### src/rtl/multicycle_ctrl.sv
// Multicycle CPU control FSM: FETCH/DECODE/EXEC/MEM/WB sequencing, datapath strobes, retired counter.
// Optional build macro MC_MEM_WAIT_EN stalls FETCH and MEM on the mem_ready handshake.
module multicycle_ctrl (
  input  logic        clk,
  input  logic        rst_n,
  input  logic        start,
  input  logic [3:0]  opcode,
  input  logic        zero,
  input  logic        mem_ready,
  output logic [2:0]  aluop,
  output logic        pc_we,
  output logic        ir_we,
  output logic        mem_rd,
  output logic        mem_wr,
  output logic        reg_we,
  output logic [1:0]  pc_src,
  output logic        busy,
  output logic        done,
  output logic        err,
  output logic [15:0] retired
);

  typedef enum logic [2:0] {
    S_IDLE   = 3'd0,
    S_FETCH  = 3'd1,
    S_DECODE = 3'd2,
    S_EXEC   = 3'd3,
    S_MEM    = 3'd4,
    S_WB     = 3'd5
  } state_t;

  localparam logic [3:0] OP_R    = 4'b0000;
  localparam logic [3:0] OP_LW   = 4'b0001;
  localparam logic [3:0] OP_SW   = 4'b0010;
  localparam logic [3:0] OP_BEQ  = 4'b0011;
  localparam logic [3:0] OP_JMP  = 4'b0100;
  localparam logic [3:0] OP_HALT = 4'b1111;

  state_t      state_q, state_d;
  logic [3:0]  op_q, op_d;
  logic [15:0] retired_q, retired_d;
  logic        mem_ok_s;
  logic        retire_s;

`ifdef MC_MEM_WAIT_EN
  assign mem_ok_s = mem_ready;
`else
  logic mem_ready_unused;
  assign mem_ready_unused = mem_ready;
  assign mem_ok_s = 1'b1;
`endif

  always_ff @(posedge clk or negedge rst_n) begin
    if (!rst_n) begin
      state_q   <= S_IDLE;
      op_q      <= 4'b0000;
      retired_q <= 16'd0;
    end else begin
      state_q   <= state_d;
      op_q      <= op_d;
      retired_q <= retired_d;
    end
  end

  always_comb begin
    state_d = state_q;
    case (state_q)
      S_IDLE: begin
        if (start) state_d = S_FETCH;
        else       state_d = S_IDLE;
      end
      S_FETCH: begin
        if (mem_ok_s) state_d = S_DECODE;
        else          state_d = S_FETCH;
      end
      S_DECODE: begin
        case (opcode)
          OP_R, OP_LW, OP_SW, OP_BEQ: state_d = S_EXEC;
          OP_HALT:                    state_d = S_IDLE;
          default:                    state_d = S_FETCH;
        endcase
      end
      S_EXEC: begin
        case (op_q)
          OP_R:         state_d = S_WB;
          OP_LW, OP_SW: state_d = S_MEM;
          default:      state_d = S_FETCH;
        endcase
      end
      S_MEM: begin
        if (!mem_ok_s)          state_d = S_MEM;
        else if (op_q == OP_LW) state_d = S_WB;
        else                    state_d = S_FETCH;
      end
      S_WB:    state_d = S_FETCH;
      default: state_d = S_IDLE;
    endcase
  end

  // The instruction completes on the edge that leaves its final state; illegal and HALT never count.
  always_comb begin
    retire_s = 1'b0;
    case (state_q)
      S_DECODE: retire_s = (opcode == OP_JMP);
      S_EXEC:   retire_s = (op_q == OP_BEQ);
      S_MEM:    retire_s = mem_ok_s && (op_q == OP_SW);
      S_WB:     retire_s = 1'b1;
      default:  retire_s = 1'b0;
    endcase
    op_d = (state_q == S_DECODE) ? opcode : op_q;
    if (retire_s) retired_d = retired_q + 16'd1;
    else          retired_d = retired_q;
  end

  always_comb begin
    aluop  = 3'b000;
    pc_we  = 1'b0;
    ir_we  = 1'b0;
    mem_rd = 1'b0;
    mem_wr = 1'b0;
    reg_we = 1'b0;
    pc_src = 2'b00;
    done   = 1'b0;
    err    = 1'b0;
    case (state_q)
      S_FETCH: begin
        mem_rd = 1'b1;
        ir_we  = mem_ok_s;
        pc_we  = mem_ok_s;
        aluop  = 3'b001;
      end
      S_DECODE: begin
        case (opcode)
          OP_R, OP_LW, OP_SW, OP_BEQ: err = 1'b0;
          OP_JMP: begin
            pc_we  = 1'b1;
            pc_src = 2'b10;
          end
          OP_HALT: done = 1'b1;
          default: err  = 1'b1;
        endcase
      end
      S_EXEC: begin
        case (op_q)
          OP_R:         aluop = 3'b100;
          OP_LW, OP_SW: aluop = 3'b001;
          OP_BEQ: begin
            aluop  = 3'b010;
            pc_we  = zero;
            pc_src = 2'b01;
          end
          default:      aluop = 3'b000;
        endcase
      end
      S_MEM: begin
        if (op_q == OP_LW) mem_rd = 1'b1;
        else               mem_wr = 1'b1;
      end
      S_WB:    reg_we = 1'b1;
      default: aluop  = 3'b000;
    endcase
  end

  assign busy    = (state_q != S_IDLE);
  assign retired = retired_q;

endmodule
### config.mk
export PLATFORM = sky130hd
export DESIGN_NAME = multicycle_ctrl
export DESIGN_NICKNAME = d
export VERILOG_FILES = /design/src/rtl/multicycle_ctrl.sv
export SDC_FILE = /design/constraint.sdc
export NUM_CORES = 1
export LEC_CHECK = 0
export CAP_MARGIN = 10
export CORE_AREA = 2 2 56 58
export DETAILED_ROUTE_END_ITERATION = 7
export DIE_AREA = 0 0 58 60
export GPL_TIMING_DRIVEN = 0
export PLACE_DENSITY = 0.85
export SYNTH_ARGS = -nofsm -noshare
export SYNTH_HDL_FRONTEND = slang
export SYNTH_SLANG_ARGS = --single-unit
### constraint.sdc
create_clock -name clk -period 2.35 [get_ports clk]
set_clock_uncertainty 0.1 [all_clocks]
set_input_delay 0.47 -clock clk [delete_from_list [all_inputs] [get_ports clk]]
set_output_delay 0.47 -clock clk [all_outputs]
set_load 0.01 [all_outputs]
* Word level (Yosys, flattened, before mapping) *
Cells that the tools add are included.

operators by class
  equal/unequal tests = 13
  muxes and demuxes = 24
  add/subtract/negate cells = 1
  reduce and logical (&&, ||, !) cells = 7

operator list
  cell                     number
  $pmux W3 S6              1
  $add A16 B1 Y16 const B  1
  $eq A4 B2 Y1 const B     4
  $mux W1                  13
  $pmux W3 S2              2
  $pmux W3 S3              1
  $eq A4 B1 Y1 const B     2
  $logic_not A4 Y1         2
  $pmux W2 S2              2
  $eq A3 B2 Y1 const B     2
  $eq A3 B3 Y1 const B     2
  $reduce_or A6 Y1         1
  $eq A4 B3 Y1 const B     1
  $eq A4 B4 Y1 const B     1
  $pmux W1 S4              1
  $reduce_or A4 Y1         1
  $eq A3 B1 Y1 const B     1
  $logic_not A3 Y1         1
  $mux W3                  1
  $pmux W1 S3              1
  $reduce_bool A3 Y1       1
  $mux W2                  1
  $pmux W1 S2              1
  $reduce_or A2 Y1         1

word-level totals
  output and inout bits = 29
  register bits = 23
  bits of input ports = 9

* Longest topological paths before layout *
Gate-level depths: netlist of the first run.

  depth after elaboration = 4
  mapped depth = 7
  mapped depth without buffers = 5

* Least setup slack after synthesis of the first run *
OpenSTA, ideal clock, no wires.

  path kind = reg2out
  from = reg state_q[2]
  to = out pc_we
  required time = 1780 ps
  path slack = 382 ps
  cell stages (with the launch flop) = 5
  arrival = 1398 ps
  cells stage by stage = dfrtp_1 > nand3b_4 > or4_4 > inv_1 > a211o_1

between the ends
  word-level cells in the longest chain between the ends = 2

RTL lines
  what                                          line  text
  from (decl)                                   39    state_t state_q, state_d;
  from (signal assigned)                        59    state_q <= state_d;
  $eq A3 B2 Y1 or $eq A3 B1 Y1 (tied branches)  125   case (state_q)
  $pmux W1 S3 (*)                               125
  to (decl)                                     11    output logic pc_we,

Every way passes the cells marked *; elsewhere a longest branch is shown, timed or not.

* Worst setup path after layout of the first run *
Ends and elaborated chain as after synthesis.

==> impl_metrics.yaml, run 1 <==
sta:
  finalMaxSlewViolations: 0
  post-route-period-util_pct: 99.6
  hold_viol: 0
  post-route-min-period_ns: 2.34
  max_freq_ghz: 0.427
  setup_viol: 0
  maxSlewHeadroom_pct: 32.4
  setup_tns_ns: 0
  rsz0062_at_grt: "true"
  tightest_slew_ns: 1.01
setup_path:
  cp_top_family: "simple AND/OR/NAND/NOR gates"
  crit_buf_inv: 2
  crit_type: "reg2out"
  worstSetupEndpointType: "output pin"
  required_ns: 1.78
  cp-start-kind: "flop"
  crit_slowest_cell: "or4_4"
  crit_arrival_ns: 1.77
  worstPathCellList: "nand3b_4 -> or4_4 -> inv_2 -> a211o_1 -> buf_2"
  max_stage_delay_ns: 0.53
  crit_fanout: 4
power_and_ir_drop:
  power_frac_seq_pct: 40.7
  p_per_area_nw_per_um2: 855
  clkPwrFrac_pct: 12.2
  comb_power_share_pct: 47.1
  p_int_mw: 0.915
  p_sw_mw: 0.568
  leakagePower_nw: 0.753
  vdd_ir_drop_max_uv: 453
  swShare_pct: 38.3
logic_synthesis:
  synth_common_cells: "dfrtp_1, nand2_1, xnor2_1"
  syn_inst: 118
  syn_nets: 128
  synth_ff_type: "dfrtp_1"
  synth_warnings: 0
  synth_top_area_share_pct: 46.0
  syn_area_per_cell_um2: 10.6
  synth.most_common_cell: "dfrtp_1"
  synth_largest_area_cell: "dfrtp_1"
  seq_area_frac_synth_pct: 46.0
  synth-edff-count: 0
  synthesis.area_um2: 1250
  synth.top_cells.by_area: "dfrtp_1, xnor2_1, xor2_1"
  ys_ff_latch: 23
  async_reset_ff_share_pct: 100
  synth_cell_types: 34
floorplanning:
  dieHeight_um: 60
  dieArea_um2: 3480
  coreArea_um2: 2900
  rows: 20
  die_width_um: 58
  start_util_pct: 43.1
  io_pins: 38
route:
  vias_per_cell: 5.36
  wire_per_inst_um: 14.8
  route.top_layer_used: "met4"
  wl_met2_mm: 1.55
  met1_length_mm: 1.16
  num_vias: 1061
  dr.pass1.iters: 4
  routed_wl_mm: 2.92
  antenna_left: 0
  wl_met3_um: 182
  drc: 0
  drt-initial-drc-count: 34
placement:
  gp_congestion: 0.789
  dpl.hpwl_mm: 2.07
  port_buffers: 36
global_route:
  overflow: 0
  grt_max_degree: 24
  grt_pass1_wl_mm: 4.61
  antenna_found_initial: 0
  grt_pass1_vias: 1083
  grt_util_all_layers_pct: 17.4
layout:
  fin_util_pct: 59.8
  area_growth_pct: 38.8
  n_antenna_cell: 0
  post_route_cells_drive_above_1_share_pct: 26.1
  nets: 176
clock_network:
  cts.sinks: 23
  hold_buffers: 0
  cts_buffer_depth: 2
  cts_htree_levels: 1
  clockRootBuffer: "clkbuf_4"
  path_clk_slew_ns: 0.12
  numCtsBuffers: 3
  clk_latency_ns: 0.31
  tritoncts: "built"
run:
  cap_violations: 0
status:
  status: "complete, no violations"
hold_path:
  hold_class: "reg2reg"
==> cell families (layout without fill, tap and decap cells) <==
kind of cell,count (synthesis),after routing,share of synthesized area [%]
AOI/OAI and AO/OA,12,12,7.31
xor gates and xnor gates,16,16,11.2
adders and majority gates,1,1,1.00
buffers and inverters,9,56,3.90
DFF,23,23,46.0
muxes,4,4,3.60
and+or+nand+nor,53,53,26.9
==> placed cells by master (no fill, tap or decap), types with 5 or more instances in the layout <==
cell,netlist,final
buf_4,2,7
clkdlybuf4s50_1,0,23
dfrtp_1,23,20
dlygate4sd2_1,0,7
inv_1,6,5
nand2_1,11,10
nand3_1,9,9
nand4_1,5,5
nor3_2,4,5
xnor2_1,10,10
xor2_1,6,6
==> metal layers <==
layer  track usage [%]  up-vias
li1                  -      513
met5                 0        -
met4              5.98        0
met1              20.2      507
met3              3.90        4
met2              31.5       37
==> registers in the layout, indices dropped and copies added, names as in the netlist <==
name,flops
retired,16
op_q,4
state_q,3
==> metrics by stage <==
stage	setup slack, ns	instance area [um2]	power, mW	hold slack (ns)	cells
final	0.00981	1740	1.48	0.383	198
after global routing	-0.0571	1740	1.58	0.397	198
after CTS	-0.0539	1720	1.46	0.382	193
after detailed placement	-0.465	1650	1.25	0.365	187
after global placement	-0.403	1650	1.23	0.358	187
after floorplan	0.382	1250	0.970	0.0744	118
==> area by class of cell <==
type | count | area, um2
plain buffers | 3 | 33.8
flip-flops and latches | 23 | 579
inverters | 6 | 22.5
multi-input cells | 86 | 658
repair buffers | 43 | 374
clock buffers | 4 | 26.3
well taps | 33 | 41.3
fillers | 260 | 1170
==> worst reg2reg max path: stages, from the launching register on <==
cell and delay (ns):
dfrtp_1 0.40, buf_6 0.13, buf_4 0.15, nor4b_4 0.25, nand3_1 0.13, buf_4 0.15, buf_4 0.13, a31oi_2 0.35
nand3_1 0.15, xnor2_1 0.15
==> power groups by stage <==
stage,logic [mW],registers [mW],clock network [mW]
6_report,0.698,0.604,0.181
3_3_place_gp,0.639,0.594,0
2_1_floorplan,0.385,0.585,0
3_5_place_dp,0.656,0.599,0
5_1_grt,0.758,0.622,0.197
4_1_cts,0.670,0.601,0.187
==> repair_timing <==
item	4_1_cts	5_1_grt
pin swaps	2	3
gates resized for setup	31	10
buffers inserted	2	5
endpoints found under the setup margin	10	2
==> worst paths after layout <==
kind	from	to	slack (ns)	cells past startpoint
worst max register to register	state_q[0]$_DFF_PN0_	retired[9]$_DFFE_PN0P_	0.14	9
min in group asynchronous	rst_n	retired[13]$_DFFE_PN0P_	0.60	1
max in group asynchronous	rst_n	op_q[1]$_DFFE_PN0P_	0.87	1
worst max-delay path	state_q[2]$_DFF_PN0_	pc_we	0.01	5
worst min-delay path	retired[15]$_DFFE_PN0P_	retired[15]$_DFFE_PN0P_	0.38	1
worst min register to register	retired[15]$_DFFE_PN0P_	retired[15]$_DFFE_PN0P_	0.38	1
No activity file was read; power rests on OpenSTA's default activity.
==> run 2, diff against run 1 <==
- GPL_TIMING_DRIVEN: 0 -> 1
==> impl_metrics.yaml, run 2 (synthesized netlist as in run 1, its figures left out) <==
placement:
  dp_cells: 201
  gp_congestion: 0.837
  dpl.hpwl_mm: 2.26
  port_buffers: 36
  place_area_um2: 1750
layout:
  post_route_cells_drive_above_1_share_pct: 25.3
  layout_common_cells: "clkdlybuf4s50_1, dfrtp_1, buf_4"
  final_common_cell: "clkdlybuf4s50_1"
  nets: 185
  n_antenna_cell: 0
  final_area_um2: 1820
  area_growth_pct: 45.4
  largest_register_ffs: 16
  stdcell_count: 207
setup_path:
  crit_fanout: 3
  crit_buf_inv: 3
  worstPathCellList: "clkdlybuf4s50_1 -> nor4b_2 -> nand3_1 -> inv_1 -> a211o_1 -> clkdlybuf4s15_2"
  required_ns: 1.78
  cp-start-kind: "primary input"
  crit_type: "in2out"
  worstSetupEndpointType: "output pin"
  max_stage_delay_ns: 0.46
  r2r_cells: 7
  reg2reg_from: "state_q[0]$_DFF_PN0_"
  r2r-end: "retired[14]$_DFFE_PN0P_"
  crit_arrival_ns: 1.74
  reg2reg_slack_ns: 0.29
  cp_top_family: "buffers and inverters"
  crit_slowest_cell: "clkdlybuf4s50_1"
global_route:
  grt_pass1_vias: 1220
  overflow: 0
  grt_util_all_layers_pct: 18.8
  antenna_found_initial: 0
  grt_max_degree: 24
  grt_pass1_wl_mm: 5.04
sta:
  post-route-period-util_pct: 98.5
  rsz0062_at_grt: "true"
  post-route-min-period_ns: 2.31
  tightest_slew_ns: 0.396
  maxSlewHeadroom_pct: 73.4
  finalMaxSlewViolations: 0
  hold_viol: 0
  setup_viol: 0
  max_freq_ghz: 0.432
route:
  antenna_left: 0
  drt-initial-drc-count: 28
  routed_wl_mm: 2.97
  dr.pass1.iters: 4
  num_vias: 1118
  wire_per_inst_um: 14.3
  vias_per_cell: 5.40
  drc: 0
hold_path:
  hold_path.startpoint: "retired[15]$_DFFE_PN0P_"
  min_path_cells: 1
  hold_class: "reg2reg"
  min_delay_worst_endpoint: "retired[15]$_DFFE_PN0P_"
floorplanning:
  dieHeight_um: 60
  die_width_um: 58
  coreArea_um2: 2900
  dieArea_um2: 3480
  rows: 20
  io_pins: 38
  start_util_pct: 43.1
clock_network:
  numCtsBuffers: 3
  cts.sinks: 23
  tritoncts: "built"
  clk_latency_ns: 0.30
  clockRootBuffer: "clkbuf_4"
  hold_buffers: 0
  cts_buffer_depth: 2
  path_clk_slew_ns: 0.11
  cts_htree_levels: 1
run:
  cap_violations: 0
power_and_ir_drop:
  vdd_ir_drop_max_uv: 539
  p_per_area_nw_per_um2: 846
  leakagePower_nw: 0.806
status:
  status: "complete, no violations"
[run 2: metrics by stage]
stage | setup WS [ns] | setup TNS (ns) | total power, mW | utilization (%) | hold WS [ns]
after floorplan | 0.382 | 0 | 0.970 | - | 0.0744
after global placement | -0.235 | -0.791 | 1.31 | 60.4 | 0.358
after detailed placement | -0.267 | -1.02 | 1.34 | 60.4 | 0.371
after CTS | 0.00362 | 0 | 1.53 | 61.8 | 0.389
after global routing | -0.0513 | -0.0583 | 1.64 | 62.6 | 0.398
final | 0.0355 | 0 | 1.54 | 62.6 | 0.381
[run 2: worst reg2reg max path, delay by kind of cell (launching register included)]
kind	cells	cell delay [ns]
DFF	1	0.43
buffers and inverters	2	0.34
and+or+nand+nor	4	0.96
xor gates and xnor gates	1	0.16
[run 2: cell type report]
type | instances | area [um2]
Multi-Input combinational cell | 86 | 653
Fill cell | 241 | 1080
Sequential cell | 23 | 576
Tap cell | 33 | 41.3
Inverter | 6 | 22.5
Clock buffer | 4 | 26.3
Timing Repair Buffer | 55 | 499
[run 2: worst max-delay path by stage]
stage	depth (start not counted)	slack (ns)	to	from
6_report	6	0.04	pc_we	opcode[3]
3_3_place_gp	6	-0.24	pc_we	opcode[3]
3_5_place_dp	6	-0.27	pc_we	opcode[3]
5_1_grt	6	-0.05	pc_we	state_q[0]$_DFF_PN0_
4_1_cts	5	0.004	pc_we	state_q[2]$_DFF_PN0_
2_1_floorplan	4	0.38	pc_we	state_q[2]$_DFF_PN0_
[run 2: what timing repair did]
action,CTS,global route
endpoints found under the setup margin,10,6
gates cloned,0,0
pin swaps,1,1
gates resized for setup,17,7
setup buffers,1,1
[run 2: layer usage]
layer | vias to the layer above | wire length [um] | GRT usage [%]
met2 | 33 | 1660 | 36.4
met1 | 546 | 1170 | 20.3
met5 | - | 0 | 0
met4 | 0 | 4 | 7.31
met3 | 2 | 132 | 3.25
li1 | 537 | - | -
[run 2: where the power goes]
| part | total, mW | switching [mW] | internal (mW) |
|---|---|---|---|
| Clock | 0.173 | 0.107 | 0.0662 |
| Combinational | 0.802 | 0.377 | 0.425 |
| Sequential | 0.563 | 0.0837 | 0.479 |
==> edit: new RTL, config.mk and constraints of run 1 <==
Encoding of `state_t`: now one-hot (6 bits for 6 states).
--- a/src/rtl/multicycle_ctrl.sv
+++ b/src/rtl/multicycle_ctrl.sv
@@ -22,9 +22,9 @@
 
-  typedef enum logic [2:0] {
-    S_IDLE   = 3'd0,
-    S_FETCH  = 3'd1,
-    S_DECODE = 3'd2,
-    S_EXEC   = 3'd3,
-    S_MEM    = 3'd4,
-    S_WB     = 3'd5
+  typedef enum logic [5:0] {
+    S_IDLE   = 6'b000001,
+    S_FETCH  = 6'b000010,
+    S_DECODE = 6'b000100,
+    S_EXEC   = 6'b001000,
+    S_MEM    = 6'b010000,
+    S_WB     = 6'b100000
   } state_t;
Formal check against the unedited RTL: no difference found for any inputs over 10 cycles, from zero or initial values and one cycle with rst_n low; not proved beyond that.
==> edit against run 1 <==
  * First-iteration DRC count is 29% lower
  * Area after synthesis is 13% higher
  * Maximum frequency is 16% lower
  * Power is 12% lower
  * Sequential cell count is 3 higher
  * Critical endpoint is now aluop[2]
  * Sequential share of layout area is 0.71 points lower
  * Worst setup slack worse by 450 ps
  * Wire length is 14% higher
  * Highest routed layer unchanged
  * Critical path depth stayed put
  * Sequential power is 2% lower
  * Utilization is 9.2 points higher
  * Clock power is 7% higher
  * The run now ends with setup timing left
  * Design area is 15% higher
==> edit: results (changes against run 1) <==
| Metric | Value |
|---|---|
| XOR/XNOR share of the synthesized area | 10.6% (was 11.2%) |
| Initial antenna violation count | 0 (unchanged) |
| Max FFs per register | 16 (unchanged) |
| Warnings from Yosys | 0 (unchanged) |
| Largest net degree at the start of global routing | 27 (was 24) |
| Delay-heaviest family, CP | simple AND/OR/NAND/NOR gates (unchanged) |
| DP Worst Slack | -658 ps (was -465 ps) |
| Outcome | complete, but fails checks (was finished clean) |
| Cell variety after synth | 43 (was 34) |
| # placed instances | 209 (was 187) |
| Least-Margin Pin Slew | 571 ps (was 1010 ps) |
| Critical Path Max Stage Delay | 550 ps (was 530 ps) |
| First-pass GRT wire length | 5400 µm (was 4610 µm) |
| Vias in the first global route | 1244 (was 1083) |
| Layout cell share with drive strength beyond 1 | 28.4% (was 26.1%) |
| Syn avg cell area | 10.1 µm² (was 10.6 µm²) |
| R2R Path Start | state_q[0] (unchanged) |
| Buffers on Ports | 36 (unchanged) |
| Routability-driven placement congestion ratio | 0.760 (was 0.789) |
| H-Tree Depth | 1 (unchanged) |
| GRT Overall Usage | 20.3% (was 17.4%) |
| Fillers | 245 (was 260) |
| Final setup viols | 7 (was 0) |
| Starting DRT DRC Count | 24 (was 34) |
| Placement Cell Area | 0.00186 mm² (was 0.00165 mm²) |
| Post-Synth Adder-Cell Area | 0.887% (was 1.00%) |
| Post-synthesis mux area share | 3.99% (was 3.60%) |
| Critical Path Start Type | register (unchanged) |
| Slowest CP cell | or4_4 (unchanged) |
| Nets | 201 (was 176) |
| Synth top cells by count | dfrtp_1, nand2_1, xnor2_1 (unchanged) |
| Final worst slack | -441 ps (was 9.81 ps) |
| Top cells by area, synth | dfrtp_1, xnor2_1, mux2_2 (was dfrtp_1, xnor2_1, xor2_1) |
| Max FO, Critical Path | 7 (was 4) |
| Leakage power total | 0.000933 µW (was 0.000753 µW) |
| Type of the tightest min-delay check | primary input to async pin (was register to register) |
| Drt wl/cell | 14.9 µm (was 14.8 µm) |
| Crit path DAT | 2220 ps (was 1770 ps) |
| Syn_nets | 150 (was 128) |
| Clock tree buffer depth | 2 (unchanged) |
| Antenna Cells | 0 (unchanged) |
| First-pass detailed-route iteration total | 4 (unchanged) |
| Compound-cell area share of the yosys netlist | 7.99% (was 7.31%) |
| Failing checks | setup timing |
| Post-Route WL | 3320 µm (was 2920 µm) |
| Post-synthesis sequential area ratio | 46.2% (was 46.0%) |
| Worst-Skew Late Latency | 310 ps (about the same) |
| DR vias/cell | 5.58 (was 5.36) |
| Hpwl dp | 2370 µm (was 2070 µm) |
| Clk pin slew, worst setup/hold paths | 140 ps (was 120 ps) |
| Worst IR drop on VDD | 0.000566 V (was 0.000453 V) |
==> edit: final timing paths <==
check / to / slack (ps) / cells past startpoint
max: aluop[2] / -440 / 5
min: op_q[0] / 370 / 1
max reg2reg: retired[11] / 110 / 5
min reg2reg: retired[15] / 390 / 1
max in group asynchronous: state_q[0] / 1190 / 2
min in group clk: retired[15] / 390 / 1
==> edit: cell families (layout without fill, tap and decap cells) <==
kind of cell	count (synthesis)	count (layout)
fa+ha+maj	1	1
compound gates	16	16
xor+xnor	17	17
simple gates	64	64
mux	5	5
buf+inv	11	61
flops	26	26
==> edit: layout make-up <==
type                            count  area share [%]
Buffer                              2           0.375
Clock buffer                        4            1.31
Inverter                            2           0.375
Multi-Input combinational cell    103            39.8
Sequential cell                    26            32.7
Tap cell                           33            2.06
Timing Repair Buffer               53            23.4
==> edit: per-layer routing <==
| layer | global-route usage (%) | wire (µm) |
|---|---|---|
| met1 | 23.2 | 1360 |
| met2 | 37.7 | 1760 |
| met3 | 3.46 | 178 |
| met4 | 7.97 | 26 |
| met5 | 0 | 0 |
==> edit: stage by stage <==
step | setup TNS, ps | utilization (%)
2_1_floorplan | -57.2 | -
4_1_cts | -2570 | 67.6
3_5_place_dp | -5220 | 64.2
3_3_place_gp | -4990 | 64.2
5_1_grt | -2860 | 69.0
6_report | -2180 | 69.0
==> edit: repair_timing <==
| item | CTS | global route |
|---|---|---|
| setup buffers | 13 | 3 |
| pin swaps | 10 | 4 |
| endpoints found under the setup margin | 13 | 13 |
| gates resized for setup | 50 | 3 |
==> edit: report_power, final <==
group	total, µW	internal, µW	switching [µW]
registers	591	515	75.7
clock network	194	66.4	128
logic	526	282	244
total	1310	863	447
